==> src/rtl/vga_rx_pkg.sv <==
// Shared VGA timing constants and receiver types.
// Defaults describe 1024x768 @ 60 Hz on a 65 MHz pixel clock.
package vga_rx_pkg;

    localparam int unsigned H_TOTAL_DEF      = 1344;
    localparam int unsigned H_ACTIVE_DEF     = 1024;
    localparam int unsigned H_SYNC_START_DEF = 1048;
    localparam int unsigned H_SYNC_END_DEF   = 1184;
    localparam int unsigned V_TOTAL_DEF      = 806;
    localparam int unsigned V_ACTIVE_DEF     = 768;
    localparam int unsigned V_SYNC_START_DEF = 771;
    localparam int unsigned V_SYNC_END_DEF   = 777;

    localparam int CW = 11;

    typedef enum logic [1:0] {
        SEARCH,
        ACQUIRE,
        LOCKED
    } rx_state_t;

    function automatic logic [CW-1:0] wrap_inc(
        input logic [CW-1:0] c,
        input logic [CW-1:0] last
    );
        return (c == last) ? '0 : c + CW'(1);
    endfunction

endpackage

==> src/rtl/sync_edge_det.sv <==
// One-cycle registered copy of a sync line with
// combinational rise/fall pulses against that copy.
module sync_edge_det (
    input  logic clk,
    input  logic rst_n,
    input  logic d,
    output logic rise,
    output logic fall
);

    logic q;

    always_ff @(posedge clk or negedge rst_n) begin
        if (!rst_n) q <= 1'b0;
        else        q <= d;
    end

    assign rise = d & ~q;
    assign fall = ~d & q;

endmodule

==> src/rtl/vga_rx.sv <==
// VGA timing receiver: recovers pixel position from syncs,
// tracks lock, flags timing errors and checksums frames.
module vga_rx
    import vga_rx_pkg::*;
#(
    parameter int unsigned H_TOTAL      = H_TOTAL_DEF,
    parameter int unsigned H_ACTIVE     = H_ACTIVE_DEF,
    parameter int unsigned H_SYNC_START = H_SYNC_START_DEF,
    parameter int unsigned H_SYNC_END   = H_SYNC_END_DEF,
    parameter int unsigned V_TOTAL      = V_TOTAL_DEF,
    parameter int unsigned V_ACTIVE     = V_ACTIVE_DEF,
    parameter int unsigned V_SYNC_START = V_SYNC_START_DEF,
    parameter int unsigned V_SYNC_END   = V_SYNC_END_DEF
) (
    input  logic        pclk,
    input  logic        rst,
    input  logic        hsync_in,
    input  logic        vsync_in,
    input  logic [11:0] rgb_in,
    output logic [10:0] hcount_out,
    output logic [10:0] vcount_out,
    output logic        de_out,
    output logic [11:0] rgb_out,
    output logic        locked,
    output logic        frame_done,
    output logic [15:0] frame_sum,
    output logic        h_err,
    output logic        v_err,
    output logic [7:0]  err_count
);

    localparam logic [CW-1:0] H_LAST = CW'(H_TOTAL - 1);
    localparam logic [CW-1:0] H_ACT  = CW'(H_ACTIVE);
    localparam logic [CW-1:0] H_SS   = CW'(H_SYNC_START);
    localparam logic [CW-1:0] H_SE   = CW'(H_SYNC_END);
    localparam logic [CW-1:0] V_LAST = CW'(V_TOTAL - 1);
    localparam logic [CW-1:0] V_ACT  = CW'(V_ACTIVE);
    localparam logic [CW-1:0] V_SS   = CW'(V_SYNC_START);
    localparam logic [CW-1:0] V_SE   = CW'(V_SYNC_END);

    rx_state_t     state, state_nx;
    logic          err_seen, err_seen_nx;
    logic [CW-1:0] h_cnt, v_cnt;
    logic [CW-1:0] cur_h, cur_v;
    logic [CW-1:0] h_nx, v_nx;
    logic          hs_rise, hs_fall, vs_rise, vs_fall;
    logic          active, h_bad, v_bad, any_err;
    logic          vis, latch_sum;
    logic [15:0]   acc;

    sync_edge_det u_hs (
        .clk   (pclk),
        .rst_n (rst),
        .d     (hsync_in),
        .rise  (hs_rise),
        .fall  (hs_fall)
    );

    sync_edge_det u_vs (
        .clk   (pclk),
        .rst_n (rst),
        .d     (vsync_in),
        .rise  (vs_rise),
        .fall  (vs_fall)
    );

    assign active = (state != SEARCH);

    assign h_bad = active &&
        ((hs_rise && h_cnt != H_SS) ||
         (hs_fall && h_cnt != H_SE));

    assign v_bad = active &&
        ((vs_rise && (h_cnt != '0 || v_cnt != V_SS)) ||
         (vs_fall && (h_cnt != '0 || v_cnt != V_SE)));

    assign any_err = h_bad | v_bad;

    // Position of the sample on the inputs right now,
    // snapped to the sync edge when the prediction was wrong.
    always_comb begin
        cur_h = h_cnt;
        cur_v = v_cnt;
        if (vs_rise && (!active || v_bad)) begin
            cur_h = '0;
            cur_v = V_SS;
        end else if (vs_fall && v_bad) begin
            cur_h = '0;
            cur_v = V_SE;
        end else if (hs_rise && h_bad) begin
            cur_h = H_SS;
        end else if (hs_fall && h_bad) begin
            cur_h = H_SE;
        end
    end

    assign h_nx = wrap_inc(cur_h, H_LAST);
    assign v_nx = (cur_h == H_LAST) ? wrap_inc(cur_v, V_LAST)
                                    : cur_v;

    assign vis = active && (cur_h < H_ACT) && (cur_v < V_ACT);

    // An error counts against the ACQUIRE pass it lands in,
    // so re-lock needs one clean vsync-to-vsync frame.
    always_comb begin
        state_nx    = state;
        err_seen_nx = err_seen;
        unique case (state)
            SEARCH: begin
                if (vs_rise) begin
                    state_nx    = ACQUIRE;
                    err_seen_nx = 1'b0;
                end
            end
            ACQUIRE: begin
                if (any_err) begin
                    err_seen_nx = 1'b1;
                end else if (vs_rise) begin
                    if (err_seen) err_seen_nx = 1'b0;
                    else          state_nx    = LOCKED;
                end
            end
            LOCKED: begin
                if (any_err) begin
                    state_nx    = ACQUIRE;
                    err_seen_nx = 1'b1;
                end
            end
            default: begin
                state_nx    = SEARCH;
                err_seen_nx = 1'b0;
            end
        endcase
    end

    assign latch_sum = (state == LOCKED) && vs_rise && !any_err;
    assign locked    = (state == LOCKED);

    always_ff @(posedge pclk or negedge rst) begin
        if (!rst) begin
            state      <= SEARCH;
            err_seen   <= 1'b0;
            h_cnt      <= '0;
            v_cnt      <= '0;
            acc        <= '0;
            hcount_out <= '0;
            vcount_out <= '0;
            de_out     <= 1'b0;
            rgb_out    <= '0;
            frame_done <= 1'b0;
            frame_sum  <= '0;
            h_err      <= 1'b0;
            v_err      <= 1'b0;
            err_count  <= '0;
        end else begin
            state      <= state_nx;
            err_seen   <= err_seen_nx;
            h_cnt      <= h_nx;
            v_cnt      <= v_nx;
            hcount_out <= cur_h;
            vcount_out <= cur_v;
            de_out     <= vis;
            rgb_out    <= rgb_in;
            frame_done <= latch_sum;
            h_err      <= h_bad;
            v_err      <= v_bad;
            if (latch_sum) frame_sum <= acc;
            if (vs_rise)  acc <= '0;
            else if (vis) acc <= acc + {4'b0000, rgb_in};
            if (any_err && err_count != 8'hFF)
                err_count <= err_count + 8'd1;
        end
    end

endmodule

==> config.mk <==
export PLATFORM = sky130hd
export DESIGN_NAME = vga_rx
export DESIGN_NICKNAME = d
export VERILOG_FILES = /design/src/rtl/vga_rx_pkg.sv /design/src/rtl/sync_edge_det.sv /design/src/rtl/vga_rx.sv
export SDC_FILE = /design/constraint.sdc
export NUM_CORES = 1
export LEC_CHECK = 0
export BUFFER_PORTS_ARGS = -buffer_cell sky130_fd_sc_hd__buf_4
export CAP_MARGIN = 20
export CORE_ASPECT_RATIO = 2
export CORE_MARGIN = 3
export CORE_UTILIZATION = 45
export CTS_BUF_LIST = sky130_fd_sc_hd__clkbuf_4
export DETAILED_ROUTE_END_ITERATION = 8
export HOLD_SLACK_MARGIN = 0.12
export PLACE_DENSITY = 0.66
export SYNTH_ARGS = -nofsm -noshare
export SYNTH_HDL_FRONTEND = slang
export SYNTH_SLANG_ARGS = --single-unit
export TNS_END_PERCENT = 5
==> constraint.sdc <==
create_clock -name pclk -period 6.8 [get_ports pclk]
set_clock_uncertainty 0.15 [all_clocks]
set_input_delay 1.36 -clock pclk [delete_from_list [all_inputs] [get_ports pclk]]
set_output_delay 1.36 -clock pclk [all_outputs]
set_load 0.05 [all_outputs]
==> out/metrics.yaml, run 1 <==
yosys:
  yosysTopAreaCell: "dfrtp_1"
  synth_area_leaders: "dfrtp_1 53%, nand2_1 7.2%, ha_1 4.0%, o21ai_0 2.7%, xnor2_1 2.6%"
  synth-warning-count: 0
  ys_dominant_reg_cell: "dfrtp_1"
  synth_edf_count: 0
  avgSynthCellArea_sq_um: 10.16
  ys_ff_latch: 105
  syn-num-nets: 523
  synth_top_area_frac: 0.5276
  async_reset_ff_frac: 1.000
  synth_area_sq_mm: 0.004980
  ys_types: 60
  syn_inst: 490
  yosysSeqAreaShare: 0.5276
clock_tree:
  post-cts-setup-buffer-count: 0
  cts.htree.levels: 3
  clk_pin_slew_ns: 0.16
  clk_latency_ns: 0.44
  clock_sinks: 105
  clock-root-buffer: "clkbuf_4"
  numCtsBuffers: 9
  cts_resized: 0
  cts_tree: "built"
  clock_path_buffers: 2
  cts_hold_buf: 0
placed_design:
  detailedPlace.worstSlack_ns: 1.024
  place_congestion: 0.9008
  io_buffers: 78
  dpl.hpwl_um: 8744
floorplan:
  initial_core_util: 0.4664
  rows: 53
  die_area_sq_mm: 0.01244
  io_pins: 79
  dieWidth_um: 80.39
  core_area_sq_mm: 0.01068
  die_h_um: 154.8
setup_path:
  crit_type: "in -> reg"
  slowest_delay_ns: 0.75
  crit_buf_inv: 2
  cpMostUsedCell: "nand4_1"
  rrSetupSlack_ns: 1.93
  required_ns: 7.00
  arrival_ns: 5.54
  critPathMaxFanout: 21
  crit_path_start_kind: "input port"
  path_cells: "buf_4, or2b_2, o221ai_2, or4_4, a21oi_1, buf_4, and2_1, ha_1, nand4_1, a211oi_1, nand4_1, nor3_1, nand4_1, xnor2_1"
  critPathSlowestCell: "nor3_1"
  r2r-end: "v_cnt[4]"
  reg2reg_from: "h_cnt[2]"
  critical_path.top_delay_family: "simple AND/OR/NAND/NOR gates"
  endpoint_kind: "flop"
  rr_worst_depth: 14
run_status:
  outcome: "finished clean"
final_layout:
  drive_gt1_frac: 0.2091
  final_nets: 602
  synthToLayoutAreaGrowth_pct: 16.91
min_path:
  min_from: "frame_sum[9]"
  min_to: "frame_sum[9]"
  hp-class: "reg -> reg"
  hold_depth: 2
global_routing:
  grt_pass1_wl_um: 19260
  grt_max_degree: 65
  grtUsageTotal: 0.1986
  grt_pass1_vias: 3923
  grt_overflow: 0
  grt_antenna_before_repair: 1
pwr:
  p_per_area_mw_per_mm2: 247.1
  vdd_drop_max_uv: 179.8
  p_leak_nw: 2.838
timing:
  setup_slack_ns: 1.460
  tns_ns: 0
  worst_slew_pin_slew_ns: 0.9404
  slew_violations: 0
  max_freq_mhz: 187.3
  relSlewSlack: 0.3682
  period_needed_ns: 5.340
  grt_setup_unrepaired: "no"
  fin_crit_sh: 0.7853
  hold_viol_final: 0
  setup_violations: 0
routing:
  ant_nets: 0
  wire_per_inst_um: 16.48
  dr.first_iter.drc_count: 161
  drc: 0
  routed_wl_um: 11730
  vias: 3887
  routed_via_density: 5.459
  dr.pass1.iters: 5
flow_run:
  maxCapViolCount: 0
cell type report:
class                      instances  area (sq um)
inverter                          16         60.06
antenna                            1         2.502
tap                              137         171.4
sequential                       105          2628
fill                            1006          4855
timing repair buffer              81         608.1
clock inverter                     6         58.81
multi-input combinational        356          2218
clock buffer                      10         75.07
per-stage QoR:
stage / cells / utilization / hold WS (ns) / total power (W) / instance area [sq um]
2_1_floorplan: 490 / - / 0.3147 / 0.0009993 / 4980
3_3_place_gp: 695 / 0.5325 / 0.3123 / 0.001126 / 5685
3_5_place_dp: 695 / 0.5325 / 0.3168 / 0.001132 / 5685
4_1_cts: 711 / 0.5451 / 0.3514 / 0.001448 / 5819
5_1_grt: 712 / 0.5453 / 0.3615 / 0.001510 / 5822
6_report: 712 / 0.5453 / 0.3468 / 0.001438 / 5822
report_power, final:
group          total [W]  internal [W]  switching (W)
clock           0.000320      0.000115       0.000206
combinational   0.000382      0.000122       0.000260
sequential      0.000736      0.000677      0.0000593
total            0.00144      0.000913       0.000525
metal layers:
layer / part of all wire / wire (um) / GRT usage / up-vias
li1: - / - / - / 1859
met1: 0.36 / 4267 / 0.2186 / 1875
met2: 0.55 / 6458 / 0.3627 / 126
met3: 0.047 / 556 / 0.03030 / 27
met4: 0.038 / 448 / 0.09186 / 0
met5: 0 / 0 / 0 / -
registers in the layout, indices dropped and copies added, names as in the netlist, 8 cells and up:
signal,flops
acc,16
err_count,8
frame_sum,16
h_cnt,11
hcount_out,11
rgb_out,12
v_cnt,11
vcount_out,11
logic make-up (layout without fill, tap and decap cells):
family / count (synthesis) / count (layout) / share of synthesized area
simple gates: 223 / 223 / 0.2306
flops: 105 / 105 / 0.5276
compound gates: 80 / 80 / 0.1040
buf+inv: 29 / 113 / 0.02688
xor+xnor: 27 / 27 / 0.04749
fa+ha+maj: 17 / 17 / 0.04422
mux: 9 / 9 / 0.01910
other cells: 0 / 1 / 0
synthesized netlist by cell type (3+ instances only):
| master | instances |
|---|---|
| nand4_1 | 13 |
| nor2b_1 | 4 |
| nor3_1 | 12 |
| nor2_1 | 26 |
| inv_1 | 16 |
| o21a_1 | 3 |
| and2_2 | 3 |
| o211ai_1 | 3 |
| xor2_1 | 12 |
| o22ai_1 | 3 |
| nand2b_1 | 4 |
| mux2_2 | 4 |
| buf_6 | 3 |
| mux2i_1 | 5 |
| and3_1 | 4 |
| and2_1 | 13 |
| a21o_1 | 6 |
| a21oi_1 | 17 |
| o21ai_0 | 27 |
| dfrtp_1 | 105 |
| clkbuf_1 | 8 |
| o31ai_1 | 6 |
| nand3_1 | 18 |
| nand2_1 | 95 |
| ha_1 | 16 |
| or2_2 | 4 |
| xnor2_1 | 15 |
tightest hold or removal path, delay by kind of cell, from the launching register on:
family | cells | cell delay (ns)
flip-flops | 1 | 0.38
AND/OR/NAND/NOR | 2 | 0.10
worst max path at each step:
stage                         from       end  slack [ns]  depth (start not counted)
after global placement    vsync_in  v_cnt[4]        1.24                         14
after CTS                 vsync_in  v_cnt[4]        1.51                         14
after global routing      vsync_in  v_cnt[4]        1.25                         14
after floorplan           vsync_in  v_cnt[7]        1.94                         13
final                     vsync_in  v_cnt[4]        1.46                         14
after detailed placement  vsync_in  v_cnt[4]        1.02                         14
cell usage in the layout (no fill, tap or decap), types with 2 or more instances in the layout:
cell      Yosys  final
dfrtp_1     105    105
nand2_1      95     95
buf_4         0     81
o21ai_0      27     27
nor2_1       26     26
nand3_1      18     18
a21oi_1      17     17
inv_1        16     16
ha_1         16     16
xnor2_1      15     15
nand4_1      13     13
and2_1       13     13
nor3_1       12     12
xor2_1       12     12
clkbuf_4      0     10
o31ai_1       6      6
a21o_1        6      6
mux2i_1       5      5
or2_2         4      4
nand2b_1      4      4
and3_1        4      4
nor2b_1       4      4
mux2_2        4      4
and2_2        3      3
o211ai_1      3      3
o22ai_1       3      3
o21a_1        3      3
or2b_2        2      2
nor4_2        2      2
and2b_1       2      2
nor3b_1       2      2
a22oi_1       2      2
or3_1         2      2
a211oi_1      2      2
nand3b_1      2      2
nand4b_1      2      2
and4_1        2      2
nor4_1        2      2
clkinv_1      0      2
No activity file was read; power rests on OpenSTA's default activity.
==> run 2: changes to the inputs <==
- ABC_AREA: unset -> 1
- clock period: 6.8 -> 5.25 ns (I/O delays scaled with it)
==> out/metrics.yaml, run 2 <==
routing:
  wire_per_inst_um: 14.92  # -9.4%
  routed_via_density: 5.136  # -5.9%
  ant_nets: 0  # unchanged
  dr.pass1.iters: 5  # unchanged
  vias: 4140  # +6.5%
  dr.first_iter.drc_count: 171  # +6.2%
  routed_wl_um: 12030  # +2.5%
  drc: 0  # unchanged
yosys:
  synth_area_sq_mm: 0.005134  # +3.1%
  synth_most_common_cell: "nand2_1"
  ys_dominant_reg_cell: "dfrtp_1"
  ys_ff_latch: 105  # unchanged
  synth_top_area_frac: 0.5118  # -0.01582
  avgSynthCellArea_sq_um: 8.866  # -13%
  synth_common_cells: "110 x nand2_1, 105 x dfrtp_1, 71 x inv_1, 64 x nor2_1, 38 x nand3_1"
  synth_edf_count: 0  # unchanged
  async_reset_ff_frac: 1.000  # unchanged
  yosysTopAreaCell: "dfrtp_1"
  syn_inst: 579  # +18%
  synth-warning-count: 0  # unchanged
  syn-num-nets: 612  # +17%
  synth_area_leaders: "dfrtp_1 51%, nand2_1 8.0%, inv_1 5.2%, nor2_1 4.7%, ha_1 3.9%"
  ys_types: 44  # -27%
  yosysSeqAreaShare: 0.5118  # -0.01582
setup_path:
  crit_type: "in -> reg"
  slowest_delay_ns: 0.29  # -0.46 ns
  critPathMaxFanout: 14  # -33%
  r2r-end: "v_cnt[8]"
  critPathSlowestCell: "ha_1"
  endpoint_kind: "flop"
  crit_path_start_kind: "input port"
  reg2reg_from: "h_cnt[9]"
  required_ns: 5.47  # -1.53 ns
  rrSetupSlack_ns: 1.99  # +0.06 ns
  rr_worst_depth: 19  # +5
  path_cells: "buf_4, inv_2, nor2_2, or2_1, nand2_2, nand3_2, nand2_4, nand2_4, clkinv_4, nand2_1, nor2_1, ha_1, nand4_1, nor2_1, nand2_2, nor2_4, nand2_1, nand2_1, nor2_1"
  arrival_ns: 3.65  # -1.89 ns
timing:
  setup_violations: 0  # unchanged
  tns_ns: 0  # unchanged
  hold_viol_final: 0  # unchanged
  max_freq_mhz: 291.7
  grt_setup_unrepaired: "no"
  relSlewSlack: 0.4156  # +0.04733
  period_needed_ns: 3.429
  slew_violations: 0  # unchanged
  worst_slew_pin_slew_ns: 0.8767  # -0.06376 ns
  fin_crit_sh: 0.6531
pwr:
  seqPwrFrac: 0.431  # -0.081
  p_clk_frac: 0.195  # -0.028
  p_sw_frac: 0.4117  # +0.04665
  internal-power_w: 0.001382  # +51%
  p_leak_nw: 3.081  # +8.5%
  p_per_area_mw_per_mm2: 391.0  # +58%
  pwr-share-comb: 0.374  # +0.109
  vdd_drop_max_uv: 203.7  # +13%
  p_sw_w: 0.0009670  # +84%
min_path:
  min_from: "frame_sum[10]"
  min_to: "frame_sum[10]"
  hp-class: "reg -> reg"
  hold_depth: 2  # unchanged
run_status:
  outcome: "finished clean"
final_layout:
  mostFrequentLayoutCell: "nand2_1"
  finalNonFillerCells: 806  # +13%
  synthToLayoutAreaGrowth_pct: 17.01  # about the same
  drive_gt1_frac: 0.2090  # about the same
  reg_top3: "acc (16), frame_sum (16), rgb_out (12)"
  final_nets: 695  # +15%
  mostFrequentLayoutCells: "110 x nand2_1, 105 x dfrtp_1, 79 x buf_4"
global_routing:
  grt_max_degree: 70  # +7.7%
  grt_overflow: 0  # unchanged
  grt_pass1_vias: 4151  # +5.8%
  grt_pass1_wl_um: 19490  # +1.2%
  grtUsageTotal: 0.2007  # +0.002031
  grt_antenna_before_repair: 1  # unchanged
clock_tree:
  cts.htree.levels: 3  # unchanged
  post-cts-setup-buffer-count: 0  # unchanged
  clk_pin_slew_ns: 0.14  # -0.02 ns
  cts_hold_buf: 0  # unchanged
  clock-root-buffer: "clkbuf_4"
  clk_latency_ns: 0.47  # +0.03 ns
  clock_path_buffers: 2  # unchanged
  clock_sinks: 105  # unchanged
  cts_tree: "built"
  numCtsBuffers: 9  # unchanged
  cts_resized: 0  # unchanged
placed_design:
  dpl.hpwl_um: 9291  # +6.2%
  place_congestion: 0.8725  # -3.1%
  io_buffers: 78  # unchanged
  dp.cells: 791  # +14%
floorplan:
  core_area_sq_mm: 0.01101  # +3.2%
  io_pins: 79  # unchanged
  initial_core_util: 0.4661  # about the same
  die_area_sq_mm: 0.01280  # +2.9%
  die_h_um: 157.1  # +1.5%
  dieWidth_um: 81.53  # +1.4%
  rows: 54  # +1.9%
flow_run:
  maxCapViolCount: 0  # unchanged
## run 2: cell count changes in the layout (fill, tap and decap cells not counted), sizes merged, moves of 5 or more
cell / delta
mux2i: -5
nor2: +51
nand2: +27
nand4: -6
o21ai: +13
and2: -16
nand3: +22
o31ai: -5
xnor2: -8
a21oi: +9
o22ai: +5
inv: +63
## run 2: power by group through the flow
stage          clock, W  combinational, W  sequential, W
3_5_place_dp          0          0.000886        0.00103
3_3_place_gp          0          0.000873        0.00103
4_1_cts        0.000471          0.000889        0.00101
6_report       0.000457          0.000879        0.00101
5_1_grt        0.000501          0.000959        0.00103
2_1_floorplan         0          0.000374        0.00128
## run 2: cell type report
| class | count | area [sq um] |
|---|---|---|
| Sequential cell | 105 | 2628 |
| Timing Repair Buffer | 79 | 593.1 |
| Multi-Input combinational cell | 387 | 2151 |
| Clock buffer | 11 | 82.58 |
| Clock inverter | 3 | 67.56 |
| Fill cell | 1035 | 5006 |
| Inverter | 80 | 307.8 |
| Tap cell | 140 | 175.2 |
| Antenna cell | 1 | 2.502 |
## run 2: worst max-delay path by stage
| stage | start | end | slack, ns | cells after the start |
|---|---|---|---|---|
| final | vsync_in | v_cnt[8] | 1.82 | 19 |
| after global routing | vsync_in | v_cnt[4] | 1.60 | 19 |
| after CTS | vsync_in | v_cnt[8] | 1.84 | 19 |
| after detailed placement | vsync_in | v_cnt[8] | 1.31 | 19 |
| after global placement | vsync_in | v_cnt[8] | 1.45 | 19 |
| after floorplan | vsync_in | v_cnt[5] | 1.95 | 18 |
## run 2: metrics by stage
stage | utilization | cell area, sq um | hold slack [ns] | worst slack, ns | total power, W
floorplan | - | 5134 | 0.2867 | 1.950 | 0.001651
global placement | 0.5316 | 5854 | 0.3071 | 1.448 | 0.001899
detailed placement | 0.5316 | 5854 | 0.3142 | 1.309 | 0.001917
CTS | 0.5452 | 6005 | 0.3472 | 1.840 | 0.002374
global route | 0.5454 | 6007 | 0.3728 | 1.596 | 0.002488
finish | 0.5454 | 6007 | 0.3427 | 1.821 | 0.002349
## run 2: cells by family (layout without fill, tap and decap cells)
kind of cell	after synthesis	in the layout	synth area share
adders and majority gates	17	17	0.04290
and+or+nand+nor	267	267	0.2488
buffers and inverters	87	173	0.06922
AOI/OAI and AO/OA	82	82	0.09091
xor gates and xnor gates	20	20	0.03412
DFF	105	105	0.5118
other	0	1	0
muxes	1	1	0.002193
## run 2: critical path, delay by kind of cell
| kind | cells | cell delay [ns] |
|---|---|---|
| buffers and inverters | 3 | 0.32 |
| adders and majority gates | 1 | 0.29 |
| and+or+nand+nor | 15 | 1.96 |
## run 2: layer usage
metal	part of all wire	track usage	vias up
met2	0.56	0.3767	115
met5	0	0	-
li1	-	-	2025
met1	0.36	0.2064	1967
met4	0.038	0.09186	0
met3	0.043	0.03780	33
